### src/rtl/intro_topp1_if.sv
// Functional and scan-control signal bundle for the intro DFT lab core.
// The master side drives mode, scan data and A..D; the slave side (the core) returns X/Y/Z.
interface intro_topp1_if;
    logic i_scanMode;
    logic i_scanIn;
    logic i_a;
    logic i_b;
    logic i_c;
    logic i_d;
    logic o_x;
    logic o_y;
    logic o_z;

    modport master (
        output i_scanMode, i_scanIn, i_a, i_b, i_c, i_d,
        input  o_x, o_y, o_z
    );

    modport slave (
        input  i_scanMode, i_scanIn, i_a, i_b, i_c, i_d,
        output o_x, o_y, o_z
    );
endinterface

### src/rtl/intro_topp1.sv
// Intro DFT lab core: registered A..D inputs, fixed X/Y/Z logic, registered outputs.
// All seven flops double as one serial scan chain ScanIn -> ar..dr -> xr -> yr -> zr.
module intro_topp1 (
    input  logic          i_scanClk,
    input  logic          i_scanClr,
    intro_topp1_if.slave  bus
);

    logic r_ar, r_br, r_cr, r_dr;
    logic r_xr, r_yr, r_zr;
    logic w_andAB;
    logic w_orCD;

    assign w_andAB = r_ar & r_br;
    assign w_orCD  = r_cr | r_dr;

    // Clear beats scan, scan beats capture; the last chain bit (zr) simply falls off.
    always_ff @(posedge i_scanClk) begin
        if (!i_scanClr) begin
            r_ar <= 1'b0;
            r_br <= 1'b0;
            r_cr <= 1'b0;
            r_dr <= 1'b0;
            r_xr <= 1'b0;
            r_yr <= 1'b0;
            r_zr <= 1'b0;
        end else if (bus.i_scanMode) begin
            r_ar <= bus.i_scanIn;
            r_br <= r_ar;
            r_cr <= r_br;
            r_dr <= r_cr;
            r_xr <= r_dr;
            r_yr <= r_xr;
            r_zr <= r_yr;
        end else begin
            r_ar <= bus.i_a;
            r_br <= bus.i_b;
            r_cr <= bus.i_c;
            r_dr <= bus.i_d;
            r_xr <= ~w_andAB;
            r_yr <= w_orCD;
            r_zr <= w_andAB ^ w_orCD;
        end
    end

    assign bus.o_x = r_xr;
    assign bus.o_y = r_yr;
    assign bus.o_z = r_zr;

endmodule

### src/flat_wrapper.sv
// flat-port wrapper written by rule: the top's interface ports become plain ports
module intro_topp1_flat 
  (i_scanClk, i_scanClr, bus_i_scanMode, bus_i_scanIn, bus_i_a, bus_i_b, bus_i_c, bus_i_d, bus_o_x, bus_o_y, bus_o_z);
  intro_topp1_if bus_i ();
  input  logic i_scanClk;
  input  logic i_scanClr;
  input wire logic [$bits(bus_i.i_scanMode)-1:0] bus_i_scanMode;
  input wire logic [$bits(bus_i.i_scanIn)-1:0] bus_i_scanIn;
  input wire logic [$bits(bus_i.i_a)-1:0] bus_i_a;
  input wire logic [$bits(bus_i.i_b)-1:0] bus_i_b;
  input wire logic [$bits(bus_i.i_c)-1:0] bus_i_c;
  input wire logic [$bits(bus_i.i_d)-1:0] bus_i_d;
  output wire logic [$bits(bus_i.o_x)-1:0] bus_o_x;
  output wire logic [$bits(bus_i.o_y)-1:0] bus_o_y;
  output wire logic [$bits(bus_i.o_z)-1:0] bus_o_z;
  assign bus_i.i_scanMode = bus_i_scanMode;
  assign bus_i.i_scanIn = bus_i_scanIn;
  assign bus_i.i_a = bus_i_a;
  assign bus_i.i_b = bus_i_b;
  assign bus_i.i_c = bus_i_c;
  assign bus_i.i_d = bus_i_d;
  assign bus_o_x = bus_i.o_x;
  assign bus_o_y = bus_i.o_y;
  assign bus_o_z = bus_i.o_z;
  intro_topp1 u_core (.i_scanClk(i_scanClk), .i_scanClr(i_scanClr), .bus(bus_i));
endmodule
### config.mk
export PLATFORM = sky130hd
export DESIGN_NAME = intro_topp1_flat
export DESIGN_NICKNAME = d
export VERILOG_FILES = /design/src/rtl/intro_topp1_if.sv /design/src/rtl/intro_topp1.sv /design/src/flat_wrapper.sv
export SDC_FILE = /design/constraint.sdc
export NUM_CORES = 1
export LEC_CHECK = 0
export ABC_AREA = 1
export ABC_CLOCK_PERIOD_IN_PS = 1900
export BUFFER_PORTS_ARGS = -buffer_cell sky130_fd_sc_hd__clkbuf_2
export CAP_MARGIN = 20
export CORE_AREA = 5 5 42 44
export DETAILED_ROUTE_END_ITERATION = 16
export DIE_AREA = 0 0 47 49
export GPL_ROUTABILITY_DRIVEN = 0
export HOLD_SLACK_MARGIN = 0.05
export REMOVE_ABC_BUFFERS = 1
export SLEW_MARGIN = 0
export SYNTH_ARGS = -nofsm -noshare
export SYNTH_HDL_FRONTEND = slang
export SYNTH_SLANG_ARGS = --single-unit
### constraint.sdc
create_clock -name i_scanClk -period 1.9 [get_ports i_scanClk]
set_input_delay 0 -clock i_scanClk [delete_from_list [all_inputs] [get_ports i_scanClk]]
set_output_delay 0 -clock i_scanClk [all_outputs]
set_load 0.005 [all_outputs]
==> After elaboration in Yosys (flattened, before gate mapping) <==
Cells that the tools add are included.
{ "classes": {"muxes": 7, "bitwise": 4} }
{ "op_table": {"columns": ["cell", "n"], "rows": [
  ["$mux 1", 7],
  ["$and 1x1->1", 1],
  ["$not 1->1", 1],
  ["$or 1x1->1", 1],
  ["$xor 1x1->1", 1]
]} }
{ "word_totals": {"ff_bits": 7, "inputBits": 8, "output_inout_bits": 3, "word_cells": 18} }

==> Depth between registers and ports, before layout <==
Gate-level depths: netlist (run 1).
{ "depth": {"depth_word": 3, "depth_mapped": 6, "depth_no_buf": 5} }

==> Worst setup path before layout (run 1) <==
OpenSTA, ideal clock, no wires.
{ "synth_path": {"kind": "flip-flop to flip-flop", "startpoint": "register u_core.r_ar", "endpoint": "register u_core.r_zr, in the netlist u_core.bus.o_z", "setup_ns": 0.111, "arrival_time_ns": 0.618, "required_time_ns": 1.789, "path_slack_ns": 1.171, "stages_incl_launch_ff": 6, "path_buffers": 0, "synth_period_minus_slack_ns": 0.729, "cell_sequence": "dfxtp_1 > nand2_1 > nor2_2 > nand2_1 > nand2_1 > nor2_1"} }
{ "synth_via": {"elab_chain_cells": 3} }
{ "synth_rtl": {"columns": ["item", "line", "text"], "rows": [
  ["from (decl)", "intro_topp1.sv:9", "logic r_ar, r_br, r_cr, r_dr;"],
  ["from (signal assigned)", "intro_topp1.sv:28", "r_ar <= bus.i_scanIn;"],
  ["from (signal assigned)", "intro_topp1.sv:36", "r_ar <= bus.i_a;"],
  ["$and 1x1->1", "intro_topp1.sv:14", "assign w_andAB = r_ar & r_br;"],
  ["$xor 1x1->1", "intro_topp1.sv:42", "r_zr <= w_andAB ^ w_orCD;"],
  ["$mux 1", "intro_topp1.sv:27", "end else if (bus.i_scanMode) begin"],
  ["to (signal assigned)", "intro_topp1.sv:34", "r_zr <= r_yr;"],
  ["to (signal assigned)", "intro_topp1.sv:42", null],
  ["to (decl)", "intro_topp1.sv:10", "logic r_xr, r_yr, r_zr;"]
]} }
No other way between the ends.
A chain may end at the register's enable or synchronous reset.

==> impl_metrics.yaml, run 1 <==
cells_and_area:
  final_cell_mix: "11 x nor2_1, 10 x clkbuf_2, 8 x dlygate4sd3_1"
  regArea_um2: 140
  finalNonFillerCells: 75
  diodes: 0
  multiInputGateArea_um2: 121
  drive_gt1_share_pct: 27.1
  nNetsFinal: 68
  layout_commonest_cell: "nor2_1"
  area_growth_pct: 56.7
  fillers: 159
  design_area_um2: 457
synth:
  syn_area_um2: 292
  netlist_instances: 38
  synth_top_area_share_pct: 48.1
  synthTopCellsByArea: "dfxtp_1 48%, nor2_1 14%, nand2_1 9.0%"
  synth_cell_type_count: 12
  ys_ff_latch: 7
  synth_area_leader_cell: "dfxtp_1"
  yosys_warnings: 0
  avgSynthCellArea_um2: 7.67
  seq_area_frac_synth_pct: 48.1
place:
  dpl-instance-area_um2: 350
  dp_hpwl_um: 435
  dp_cells: 63
  port-buffer-count: 10
setup_path:
  endpoint_kind: "register"
  path_delay_family: "buffers and inverters"
  crit_type: "in -> reg"
  crit_path_top_delay_cell: "dlygate4sd3_1"
  crit_buf_inv: 3
  crit_chain: "dlygate4sd3_1, clkbuf_2, o21ai_0, dlygate4sd3_1, a21oi_1"
  critPathMaxStageDelay_ps: 560
  critPathArrivalTime_ps: 1430
  cp_data_required_time_ps: 2090
  critPathMaxFanout: 7
  start_kind: "primary input"
  path_common_cell: "dlygate4sd3_1"
die:
  io_pins: 11
  die_w_um: 47
  die_area_mm2: 0.00230
  initial_core_util_pct: 20.8
  dieHeight_um: 49
  num_rows: 14
  core_region_area_mm2: 0.00140
sta:
  relSlewSlack_pct: 81.8
  fmax_mhz: 803
  setup_tns_ps: 0
  layout_min_cycle_time_ps: 1250
  hold_ws_ps: 138
  tightest_slew_ps: 273
  setup_viol: 0
  skew_ps: 0.906
  rsz0062_at_grt: "false"
  fin_crit_sh_pct: 65.5
  hold_violations: 0
  maxSlewViolCount: 0
routing:
  finalWirelength_um: 652
  route.vias.total: 310
  drt-initial-drc-count: 5
  ant_nets: 0
  viasPerCell: 4.13
  drt-pass1-iter-count: 2
  wl_per_cell_um: 8.69
  drc: 0
pwr:
  ir_worst_vdd_uv: 425
  p_leak_nw: 0.215
  totalPowerFinal_mw: 0.354
  p_per_area_mw_per_mm2: 774
clock_tree:
  cts_buffers: 3
  clockBufferDepth: 2
  clk_latency_ps: 250
  clkTransAtPathRegs_ps: 50
  cts_tree: "done"
  root_buffer: "clkbuf_4"
  post_cts_buffers: 0
  h-tree-depth: 1
  cts_sinks: 7
global_routing:
  grtUsageTotal_pct: 7.48
  grt_pass1_vias: 283
  grt_overflow: 0
  grt_antenna_before_repair: 0
  grt_pass1_wl_mm: 1.12
  grt_max_degree: 11
job:
  cap_violations: 0
hold_path:
  hold_class: "in -> reg"
outcome:
  run_status: "finished clean"
-- synth_stat cells, drive strengths merged --
cell type and count:
a21oi 1, dfxtp 7, buf 1, nand3 1, nor2 12, inv 3
nand2 7, a21boi 1, o21ai 5
-- metal layers --
metal | part of all wire (%) | global-route usage, % | vias to the layer above
met5 | 0 | 0 | -
met4 | 3.4 | 5.53 | 0
met3 | 11 | 6.64 | 5
met2 | 45 | 9.50 | 12
met1 | 41 | 7.51 | 131
li1 | - | - | 162
-- state kept, by name, summed over array words and instances, names as in the netlist --
register	cells
u_core.r_br	1
u_core.bus.o_z	1
u_core.r_dr	1
u_core.bus.o_y	1
u_core.r_ar	1
u_core.bus.o_x	1
u_core.r_cr	1
-- what timing repair did --
item,4_1_cts,5_1_grt
endpoints found under the setup margin,0,0
endpoints found under the hold margin,6,0
hold buffers,8,0
gates resized for setup,0,0
-- worst paths after layout --
path	startpoint	slack (ps)	cells after the start	to
worst max-delay path	i_scanClr	650	5	u_core.r_dr
worst min-delay path	bus_i_scanMode	140	2	u_core.r_dr
worst max register to register	u_core.r_ar	1110	5	u_core.bus.o_z
worst min register to register	u_core.r_cr	450	2	u_core.r_dr
-- metrics by stage --
step                      setup slack [ps]  utilization [%]
after floorplan                       1170                -
after global routing                   590             32.6
after CTS                              658             32.6
after detailed placement              1120             25.0
after global placement                1120             25.0
final                                  655             32.6
-- cell families (layout without fill, tap and decap cells) --
family,Yosys count,in the layout,share of synthesized area (%)
and+or+nand+nor,20,20,28.8
AOI/OAI and AO/OA,7,7,12.9
DFF,7,7,48.1
buffers and inverters,4,25,10.3
-- power breakdown --
group	switching (mW)	leakage, nW	internal [mW]
combinational	0.0232	0.142	0.0290
clock	0.0577	0.0150	0.0803
sequential	0.00566	0.0582	0.158
-- final cells by class --
cell class                      count  area share (%)
Timing Repair Buffer               18            28.5
Clock buffer                        4            5.75
Multi-Input combinational cell     27            26.6
Inverter                            3            4.11
Sequential cell                     7            30.7
Tap cell                           16            4.38
No activity file was read; power rests on OpenSTA's default activity.
==> run 2: changes to the inputs <==
- ABC_CLOCK_PERIOD_IN_PS: 1900 -> 1140
- clock period: 1.9 -> 1.14 ns (I/O delays scaled with it)
==> run 2 against run 1 <==
Non-clock buffer count down 2. Die area stayed put. First-iteration DRC count shrank 60%. Wire length increased by 6.7%. Design area decreased by 4.4%. Setup slack worse by 300 ps. Clock power grew 63%. Final cell count down 2.7%.
==> impl_metrics.yaml, run 2 (synthesized netlist as in run 1, its figures left out) <==
pwr:
  ir_worst_vdd_uv: 595
  p_seq_share_pct: 47.1
  switching_power_mw: 0.140
  power_frac_comb_pct: 13.9
  p_leak_nw: 0.207
  p_per_area_mw_per_mm2: 1330
  p_int_mw: 0.439
  p_clk_share_pct: 39.0
  sw_frac_of_total_pct: 24.2
clock_tree:
  clk_latency_ps: 250
  root_buffer: "clkbuf_4"
  cts_buffers: 3
  clockBufferDepth: 2
  clkTransAtPathRegs_ps: 50
  cts_tree: "done"
  cts_resized: 0
  cts_sinks: 7
  h-tree-depth: 1
cells_and_area:
  multiInputGateArea_um2: 121
  diodes: 0
  regArea_um2: 140
  finalNonFillerCells: 73
  final_cell_mix: "11 x nor2_1, 10 x clkbuf_2, 7 x nand2_1, 7 x dfxtp_1, 6 x dlygate4sd3_1"
  fillers: 161
  area_growth_pct: 49.8
  drive_gt1_share_pct: 28.1
  nNetsFinal: 66
  layout_commonest_cell: "nor2_1"
die:
  core_region_area_mm2: 0.00140
  initial_core_util_pct: 20.8
  io_pins: 11
  num_rows: 14
  die_area_mm2: 0.00230
  die_w_um: 47
  dieHeight_um: 49
sta:
  setup_viol: 0
  rsz0062_at_grt: "false"
  maxSlewViolCount: 0
  fin_crit_sh_pct: 68.9
  tightest_slew_ps: 276
  skew_ps: 4.42
  setup_tns_ps: 0
  layout_min_cycle_time_ps: 786
  hold_violations: 0
  fmax_mhz: 1270
  relSlewSlack_pct: 81.6
hold_path:
  hp-start: "bus_i_scanMode"
  hold_class: "in -> reg"
routing:
  finalWirelength_um: 696
  drc: 0
  ant_nets: 0
  viasPerCell: 4.18
  route.vias.total: 305
  drt-initial-drc-count: 2
  drt-pass1-iter-count: 3
  wl_per_cell_um: 9.53
outcome:
  run_status: "finished clean"
global_routing:
  grt_max_degree: 11
  grt_pass1_wl_mm: 1.16
  grt_overflow: 0
  grt_antenna_before_repair: 0
  grtUsageTotal_pct: 7.20
  grt_pass1_vias: 286
setup_path:
  r2r_start: "u_core.r_ar"
  r2r_end: "u_core.bus.o_z"
  worstSetupStartpoint: "u_core.r_ar"
  endpoint_kind: "register"
  cp_data_required_time_ps: 1290
  r2r_slack_ps: 350
  critPathArrivalTime_ps: 940
  start_kind: "register"
  cp-endpoint: "u_core.bus.o_z"
  critPathMaxFanout: 3
  r2r_cells: 5
  crit_type: "reg -> reg"
place:
  dp_cells: 63
  port-buffer-count: 10
job:
  cap_violations: 0
[run 2: cell type report]
cell class,count,area share (%)
clock buffer,4,6.02
timing repair buffer,16,25.2
multi-input combinational,27,27.8
inverter,3,4.30
tap,16,4.58
sequential,7,32.1
[run 2: worst max-delay path: stages, from the launching register on]
cell and delay (ps):
dfxtp_1 360, nand2_1 80, nor2_2 100, nand2_1 60
nand2_1 50, nor2_1 40
[run 2: per-stage QoR]
stage	util [%]	total power [mW]	hold slack [ps]	worst slack (ps)	instance area, um2
after global routing	31.2	0.622	188	205	437
after floorplan	-	0.310	89.4	411	280
final	31.2	0.579	148	354	437
after global placement	25.0	0.341	225	359	350
after detailed placement	25.0	0.343	242	356	350
after CTS	31.2	0.591	145	351	437
[run 2: worst min path at each step]
stage | end | depth (start not counted)
floorplan | u_core.r_dr | 1
global placement | u_core.r_ar | 3
detailed placement | u_core.r_ar | 3
CTS | u_core.r_dr | 2
global route | u_core.r_dr | 2
finish | u_core.r_dr | 2
[run 2: power groups by stage]
stage	Sequential (mW)	Combinational, mW	Clock (mW)
after floorplan	0.277	0.0323	0
after global placement	0.277	0.0638	0
after detailed placement	0.277	0.0657	0
after CTS	0.273	0.0819	0.236
after global routing	0.275	0.0940	0.252
final	0.273	0.0807	0.225
[run 2: metal layers]
metal	vias to the layer above	GRT usage [%]	share of wire (%)
li1	157	-	-
met2	13	11.5	52
met4	0	0	0
met3	0	6.64	10
met1	135	7.30	37
met5	-	0	0
[run 2: what timing repair did]
action,in CTS,in global routing
hold endpoints to repair,5,0
hold buffers,6,0
setup buffers,0,0
